## src/rtl/mem_bus_pkg.sv

```systemverilog
// Shared types and constants for the control-bus memory responder.
// FSM states, error cause codes and default bus widths.
package mem_bus_pkg;

  typedef enum logic [2:0] {
    IDLE    = 3'd0,
    ADDR    = 3'd1,
    RD      = 3'd2,
    RD_HOLD = 3'd3,
    WR      = 3'd4
  } state_t;

  localparam logic [1:0] ERR_SHORT_RD = 2'd0;
  localparam logic [1:0] ERR_NO_ADDR  = 2'd1;
  localparam logic [1:0] ERR_BOTH     = 2'd2;
  localparam logic [1:0] ERR_OOR      = 2'd3;

  localparam int AW_DEF         = 16;
  localparam int DW_DEF         = 8;
  localparam int DEPTH_LOG2_DEF = 8;

endpackage

```

## src/rtl/mem_bus_ram.sv

```systemverilog
// Single-port byte RAM: write takes effect at the clock edge, read data is
// registered (one edge after the address is presented); no backpressure.
module mem_bus_ram #(
  parameter int DW         = 8,
  parameter int DEPTH_LOG2 = 8
) (
  input  logic                  clock,
  input  logic                  we,
  input  logic [DEPTH_LOG2-1:0] addr,
  input  logic [DW-1:0]         wdata,
  output logic [DW-1:0]         rdata
);

  logic [DW-1:0] mem [0:(2**DEPTH_LOG2)-1];

  always_ff @(posedge clock) begin
    if (we) begin
      mem[addr] <= wdata;
    end
    rdata <= mem[addr];
  end

endmodule

```

## src/rtl/mem_bus_responder.sv

```systemverilog
// Memory-side responder for the sequencer control bus: address phase, then
// active-low read/write strobes; read data valid from the edge sampling the first mr_n=0.
module mem_bus_responder
  import mem_bus_pkg::*;
#(
  parameter int             AW         = AW_DEF,
  parameter int             DW         = DW_DEF,
  parameter int             DEPTH_LOG2 = DEPTH_LOG2_DEF,
  parameter logic [DW-1:0]  OOR_DATA   = 8'hFF
) (
  input  logic          clock,
  input  logic          reset_n,
  input  logic          addr_en,
  input  logic [AW-1:0] addr,
  input  logic          mr_n,
  input  logic          mw_n,
  input  logic [DW-1:0] wdata,
  output logic [DW-1:0] rdata,
  output logic          rdata_oe,
  output logic          err,
  output logic [1:0]    err_code,
  input  logic          err_clr,
  output logic [15:0]   rd_count,
  output logic [15:0]   wr_count
);

  state_t        state;
  logic [AW-1:0] a_q;
  logic [AW-1:0] a_d;
  logic          in_range;
  logic          ram_we;
  logic [DW-1:0] ram_q;
  logic          new_err;
  logic [1:0]    new_code;

  assign in_range = ((a_q >> DEPTH_LOG2) == '0);
  assign ram_we   = (state == ADDR) && !mw_n && mr_n && in_range;

  // The RAM reads at a_d, so by the time ADDR is entered (or re-latched) the
  // registered read already holds mem[a_q] for a zero-wait first read edge.
  always_comb begin
    a_d = a_q;
    case (state)
      IDLE:    if (addr_en) a_d = addr;
      ADDR:    if (mr_n && mw_n && addr_en) a_d = addr;
      RD_HOLD: if (mr_n && addr_en) a_d = addr;
      WR:      if (mw_n && addr_en) a_d = addr;
      default: a_d = a_q;
    endcase
  end

  always_comb begin
    new_err  = 1'b0;
    new_code = ERR_SHORT_RD;
    case (state)
      IDLE: begin
        if (!addr_en && (!mr_n || !mw_n)) begin
          new_err  = 1'b1;
          new_code = ERR_NO_ADDR;
        end
      end
      ADDR: begin
        if (!mr_n && !mw_n) begin
          new_err  = 1'b1;
          new_code = ERR_BOTH;
        end else if ((!mr_n || !mw_n) && !in_range) begin
          new_err  = 1'b1;
          new_code = ERR_OOR;
        end
      end
      RD: begin
        if (mr_n) begin
          new_err  = 1'b1;
          new_code = ERR_SHORT_RD;
        end
      end
      default: begin
        new_err  = 1'b0;
        new_code = ERR_SHORT_RD;
      end
    endcase
  end

  mem_bus_ram #(
    .DW         (DW),
    .DEPTH_LOG2 (DEPTH_LOG2)
  ) u_ram (
    .clock (clock),
    .we    (ram_we),
    .addr  (a_d[DEPTH_LOG2-1:0]),
    .wdata (wdata),
    .rdata (ram_q)
  );

  always_ff @(posedge clock or negedge reset_n) begin
    if (!reset_n) begin
      state    <= IDLE;
      a_q      <= '0;
      rdata    <= '0;
      rdata_oe <= 1'b0;
      err      <= 1'b0;
      err_code <= ERR_SHORT_RD;
      rd_count <= '0;
      wr_count <= '0;
    end else begin
      a_q <= a_d;

      case (state)
        IDLE: begin
          if (addr_en) state <= ADDR;
        end
        ADDR: begin
          if (!mr_n && !mw_n) begin
            state <= IDLE;
          end else if (!mr_n) begin
            state    <= RD;
            rdata    <= in_range ? ram_q : OOR_DATA;
            rdata_oe <= 1'b1;
          end else if (!mw_n) begin
            // Dropped out-of-range writes still count as completed.
            state    <= WR;
            wr_count <= wr_count + 16'd1;
          end else if (!addr_en) begin
            state <= IDLE;
          end
        end
        RD: begin
          if (mr_n) begin
            state    <= IDLE;
            rdata_oe <= 1'b0;
          end else begin
            state <= RD_HOLD;
          end
        end
        RD_HOLD: begin
          if (mr_n) begin
            rdata_oe <= 1'b0;
            rd_count <= rd_count + 16'd1;
            state    <= addr_en ? ADDR : IDLE;
          end
        end
        WR: begin
          if (mw_n) state <= addr_en ? ADDR : IDLE;
        end
        default: state <= IDLE;
      endcase

      // First error is sticky; a new error in the clearing cycle takes over.
      if (new_err && (!err || err_clr)) begin
        err      <= 1'b1;
        err_code <= new_code;
      end else if (err_clr) begin
        err      <= 1'b0;
        err_code <= ERR_SHORT_RD;
      end
    end
  end

endmodule

```

## config.mk

```make
export PLATFORM = sky130hd
export DESIGN_NAME = mem_bus_responder
export DESIGN_NICKNAME = d
export VERILOG_FILES = /design/src/rtl/mem_bus_pkg.sv /design/src/rtl/mem_bus_ram.sv /design/src/rtl/mem_bus_responder.sv
export SDC_FILE = /design/constraint.sdc
export NUM_CORES = 2
export LEC_CHECK = 0
export CAP_MARGIN = 20
export CELL_PAD_IN_SITES_DETAIL_PLACEMENT = 0
export CELL_PAD_IN_SITES_GLOBAL_PLACEMENT = 1
export CORE_AREA = 2 2 315 473
export CTS_CLUSTER_DIAMETER = 60
export DETAILED_ROUTE_END_ITERATION = 8
export DIE_AREA = 0 0 317 475
export MAX_ROUTING_LAYER = met4
export PLACE_DENSITY_LB_ADDON = 0.08
export SETUP_SLACK_MARGIN = 0.4
export SYNTH_ARGS = -nofsm -noshare
export SYNTH_HDL_FRONTEND = slang
export SYNTH_HIERARCHICAL = 1
export SYNTH_SLANG_ARGS = --single-unit
```

## constraint.sdc

```tcl
create_clock -name clock -period 5.2 [get_ports clock]
set_input_delay 0.52 -clock clock [delete_from_list [all_inputs] [get_ports clock]]
set_output_delay 0.52 -clock clock [all_outputs]
set_load 0.005 [all_outputs]
```

### After elaboration in Yosys (flattened, before gate mapping)

Memory sizes are Yosys's and may differ from the RTL's. A register that Yosys moved wholly into a read port is not among the register bits.
Cells that the tools add are included.

* equal/unequal tests: 14
* reductions and logical operators: 30
* bitwise operators: 3
* multiplexer cells: 35
* add/sub/neg operators: 2

Operators with widths (count)
* $mux W16: 4
* $pmux W16 S4: 1
* $add A16 B1 Y16 const B: 2
* $mux W3: 7
* $logic_not A16 Y1: 1
* $pmux W3 S5: 1
* $ne A2 B2 Y1 const B: 7
* $mux W1: 13
* $reduce_and A4 Y1: 3
* $logic_and A1 B1 Y1: 11
* $mux W2: 5
* $mux W8: 1
* $eq A3 B2 Y1 const B: 2
* $logic_not A1 Y1: 5
* $ne A5 B4 Y1 const B: 1
* $reduce_and A5 Y1: 1
* $ne A2 B1 Y1 const B: 2
* $pmux W2 S2: 1
* $reduce_bool A2 Y1: 2
* $reduce_bool A4 Y1: 1
* $eq A3 B1 Y1 const B: 1
* $eq A3 B3 Y1 const B: 1
* $logic_not A3 Y1: 1
* $not A1 Y1: 3
* other kinds (6): 7

* word-level logic and storage cells: 94
* bits in writable memories: 2048
* flip-flop bits (word level): 63
* output and inout port bits: 44
* memories: 1
* input bits: 30

Memory list
* u_ram.mem: words 256, width 8, read ports 1, clocked after memory_dff 1, write ports 1, line mem_bus_ram.sv:14 `logic [DW-1:0] mem [0:(2**DEPTH_LOG2)-1];`

### Logic depth before layout (Yosys ltp)

* depth after elaboration: 8
* mapped depth: 17
* depth with buffers taken out: 9

### Cells and area by module

Netlist, hierarchy kept.

Modules (own cells, without submodules)
* mem_bus_ram: cells each 3547, area each 78492.8 µm², sequential area each 61659.1 µm², times used 1
* mem_bus_responder: cells each 263, area each 2982.9 µm², sequential area each 1576.5 µm², times used 1

### Worst setup path after synthesis

No wires, ideal clock.

* path kind: register to register
* start point: register state[0]
* end point: memory u_ram.mem[111][0], enable pin
* arrival time: 3347 ps
* slack: 1483 ps
* stages on the path, launching flop included: 16
* required time: 4830 ps
* setup time: 370 ps
* path buffers: 7
* period minus slack after synthesis: 3717 ps
* path through: dfrtp_1 -> or2_2 -> a21oi_1 -> o21a_1 -> buf_4 -> buf_6 -> mux2i_1 -> buf_2 -> clkbuf_1 -> clkbuf_1 -> nand2_1 -> buf_2 -> nor2_1 -> nand2_1 -> clkbuf_1 -> nor2_1

* elaborated cells on any way between the ends: 10
* classes of those cells: 3 x eq/ne; 3 x mux; 4 x reduce/logical

RTL lines
* from (decl): line mem_bus_responder.sv:27 `state_t state;`
* from (signal assigned): line mem_bus_responder.sv:139 `state <= addr_en ? ADDR : IDLE;`
* from (signal assigned): line mem_bus_responder.sv:143 `if (mw_n) state <= addr_en ? ADDR : IDLE;`
* $eq A3 B3 Y1, or another cell as far along: line mem_bus_responder.sv:43 `case (state)`
* $pmux W16 S4 *: line mem_bus_responder.sv:43
* named net a_d[1]: line mem_bus_responder.sv:29 `logic [AW-1:0] a_d;`
* to (decl): line mem_bus_ram.sv:14

The timed path passes the listed nets; every way through them passes the cells marked *.

### Final worst setup path

* start point: register state[0]
* end point: register u_ram.rdata[0] (read register of u_ram.mem)

* word-level cells in the longest chain between the ends: 2
* elaborated cells on any way between the ends: 5
* classes of those cells: 3 x eq/ne; 1 x mux; 1 x reduce/logical

RTL lines
* $eq A3 B3 Y1, or another cell as far along: line mem_bus_responder.sv:43
* $pmux W16 S4 *: line mem_bus_responder.sv:43
* named net a_d[1]: line mem_bus_responder.sv:29
* to (decl): line mem_bus_ram.sv:11 `output logic [DW-1:0] rdata`

Marked as above.
A chain may end at the register's enable or synchronous reset.

==> results.cfg <==
[run_status]
outcome = completed

[timing]
fmax_mhz = 214
period_minus_slack_ns = 4.67
setup_viol = 0
fin_crit_sh = 0.898
setup_ws_ns = 0.530
slew_viol_final = 0
max_slew_margin = 0.261
finalHoldViolCount = 0
rsz0062_at_grt = no
tightestPinTransition_ns = 1.11
finClkSkew_ns = 0.0308

[synthesis]
netlist_top_cells_area = edfxtp_1, mux4_2, a22oi_1, dfrtp_1, nor2_1
yosysSeqAreaShare = 0.776
synth_warnings = 6
synth_cell_types = 55
ys.flop_type = edfxtp_1
synth_top_area_cell = edfxtp_1
syn_area_um2 = 81500
avgSynthCellArea_um2 = 21.4
synth_top_area_frac = 0.755
syn-num-nets = 3842
synthArstFlopShare = 0.0297
ys_ff_latch = 2119
synth_edf_count = 2048
syn_inst = 3810

[setup_path]
worst-setup-path-type = reg2reg
crit_top_cell = buf_4
start_kind = flop
crit_path_top_delay_cell = o41ai_4
end_kind = flop
critPathLaunch = state[0]
r2r_start = state[0]
cp_cell_sequence = or2_2 > a21oi_1 > o21a_2 > buf_4 > mux2i_4 > buf_4 > buf_12 > buf_12 > mux4_2 > a22oi_1 > a21oi_1 > o41ai_4 > buf_4 > nand4_1
cp_max_fo = 53
required_ns = 5.89
cp.arrival_ns = 5.36
critPathCapture = u_ram/rdata[0]
r2r_end = u_ram/rdata[0]
rrSetupSlack_ns = 0.53
r2r_cells = 14
critPathMaxStageDelay_ns = 0.57

[power_and_ir_drop]
clkPwrFrac = 0.300
power.leakage_nw = 28.7
power.share.sequential = 0.413
p_comb_frac = 0.287
p_sw_mw = 13.7
power_density_nw_per_um2 = 500
p_total_mw = 46.1
internal_power_mw = 32.4
peakVddDrop_mv = 0.359
netSwitchingFraction = 0.298

[finish]
fillers = 9811
final_area_um2 = 92200
nets = 4130
fin_cells = 6172
drive_gt1_frac = 0.256
multi_input_area_um2 = 17100
ff_latch_area_um2 = 63200
area_delta_synth_final_pct = 13.2

[floorplanning]
die_area_um2 = 151000
die-height_um = 475
initial_core_util = 0.558
core_area_um2 = 146000
pin_count = 74
fp.dieW_um = 317
rows = 172

[global_route]
antenna_found_initial = 4
grt-ovfl-total = 0
grt_pass1_vias = 41527
grt_first_pass_wirelength_um = 290000
grt_max_degree = 152
grt.total_usage = 0.279

[placed_design]
port_buffers = 73
pre_cts_ws_ns = -0.330
place_area_um2 = 86000
place_congestion = 0.872
dpl.cell_count = 5818
dpl.hpwl_um = 124000

[clocking]
cts_tree = yes
clock-root-buffer = clkbuf_16
clockBufferDepth = 3
cts-buffers-inserted = 186
cts_max_level = 4
cts_sinks = 2119
insertion_delay_ns = 0.83
path_clk_slew_ns = 0.07

[route]
wire_per_inst_um = 32.3
wl_um = 199000
vias = 39815
drc = 0
route.antenna.remaining_nets = 0
first_iter_violations = 4366
detail_route.first_pass.iterations = 5
vias_per_cell = 6.45

[job]
maxCapViolCount = 0

[min_path]
min_path_cells = 3
min_path_type = in2reg
## cell usage after synthesis, types with 2 or more instances
master / number
ha_1: 2
o41ai_1: 32
and2_1: 3
or2_2: 3
buf_4: 19
buf_1: 19
and4_1: 2
a21oi_1: 133
xnor2_1: 22
buf_6: 18
edfxtp_1: 2048
inv_1: 21
a211oi_1: 2
mux2_2: 2
nand2b_1: 9
nand2_1: 55
nor2_1: 237
dfxtp_1: 8
o211ai_1: 2
mux4_2: 512
o21ai_0: 5
nor4_4: 2
or3_1: 2
and3_1: 7
clkbuf_1: 146
nor4_2: 4
mux2i_1: 17
o22a_1: 8
nor3_1: 33
nand3_1: 28
xor2_1: 9
dfrtp_1: 63
a22oi_1: 256
nor2b_1: 8
a31oi_1: 3
nand4_1: 14
buf_2: 38
## metrics by stage
step / TNS [ns] / hold slack, ns / util
detailed placement: -0.594 / 0.470 / 0.588
CTS: 0 / 0.179 / 0.631
floorplan: 0 / 0.224 / -
global placement: -0.584 / 0.461 / 0.588
global route: 0 / 0.232 / 0.631
finish: 0 / 0.242 / 0.631
## power groups by stage
stage	sequential (mW)	combinational (mW)	clock [mW]
5_1_grt	19.1	13.9	14.7
3_3_place_gp	19.4	13.0	0
4_1_cts	19.0	13.4	14.1
6_report	19.0	13.3	13.8
3_5_place_dp	19.4	13.2	0
2_1_floorplan	19.3	8.41	0
## layout by cell type, fill, tap and decap left out, drive strengths merged, types with 55 or more instances in the layout
master	count
a21oi	133
a22oi	256
buf	265
clkbuf	248
clkdlybuf4s50	64
clkinv	78
dfrtp	63
edfxtp	2048
mux4	512
nand2	55
nor2	237
## worst max-delay path, delay by kind of cell (launching register included)
kind                   cells  cell delay (ns)
DFF                        1             0.53
AOI/OAI and AO/OA          5             1.67
muxes                      2             0.65
buffers and inverters      5             1.14
and+or+nand+nor            2             0.45
## cells by family (layout without fill, tap and decap cells)
group                      count (synthesis)  in the layout  synth area share
adders and majority gates                  2              2          0.000307
xor gates and xnor gates                  31             31           0.00333
DFF                                     2119           2119             0.776
other                                      0              3                 0
AOI/OAI and AO/OA                        447            447            0.0375
buffers and inverters                    261            706            0.0151
muxes                                    531            531             0.144
and+or+nand+nor                          419            419            0.0237
## worst min-delay path by stage
stage / from / endpoint / slack [ns]
2_1_floorplan: reset_n / a_q[0] / 0.22
3_3_place_gp: rd_count[15] / rd_count[15] / 0.46
3_5_place_dp: wr_count[15] / wr_count[15] / 0.47
4_1_cts: addr[12] / a_q[12] / 0.18
5_1_grt: addr[8] / a_q[8] / 0.23
6_report: addr[12] / a_q[12] / 0.24
## state kept, by name (all words and copies together), names as in the netlist
| register | cells |
|---|---|
| wr_count | 16 |
| u_ram/rdata | 8 |
| state | 3 |
| rdata_oe | 1 |
| err | 1 |
| rd_count | 16 |
| rdata | 8 |
| a_q | 16 |
| err_code | 2 |
| u_ram/mem | 2048 |
## what timing repair did
item	CTS	global route
endpoints found under the hold margin	63	0
setup buffers	3	0
pin swaps	0	1
endpoints found under the setup margin	8	7
cloned	1	0
gates resized for setup	9	4
hold buffers	1	0
## layout make-up
type / instances / area share
Antenna cell: 3 / 0.0000814
Clock buffer: 239 / 0.0555
Clock inverter: 106 / 0.0108
Inverter: 21 / 0.000855
Multi-Input combinational cell: 1430 / 0.186
Sequential cell: 2119 / 0.686
Tap cell: 1914 / 0.0260
Timing Repair Buffer: 340 / 0.0356
## metal layers
layer  routed length, um  part of all wire  vias to the layer above  track usage
li1                    -                 -                    16568            -
met1               75000              0.38                    21373        0.352
met2              105000              0.53                     1562        0.469
met3               12300             0.062                      312       0.0392
met4                6840             0.034                        0       0.0948
met5                   0                 0                        -            -
Note: power is estimated with default switching activity, not from simulation.
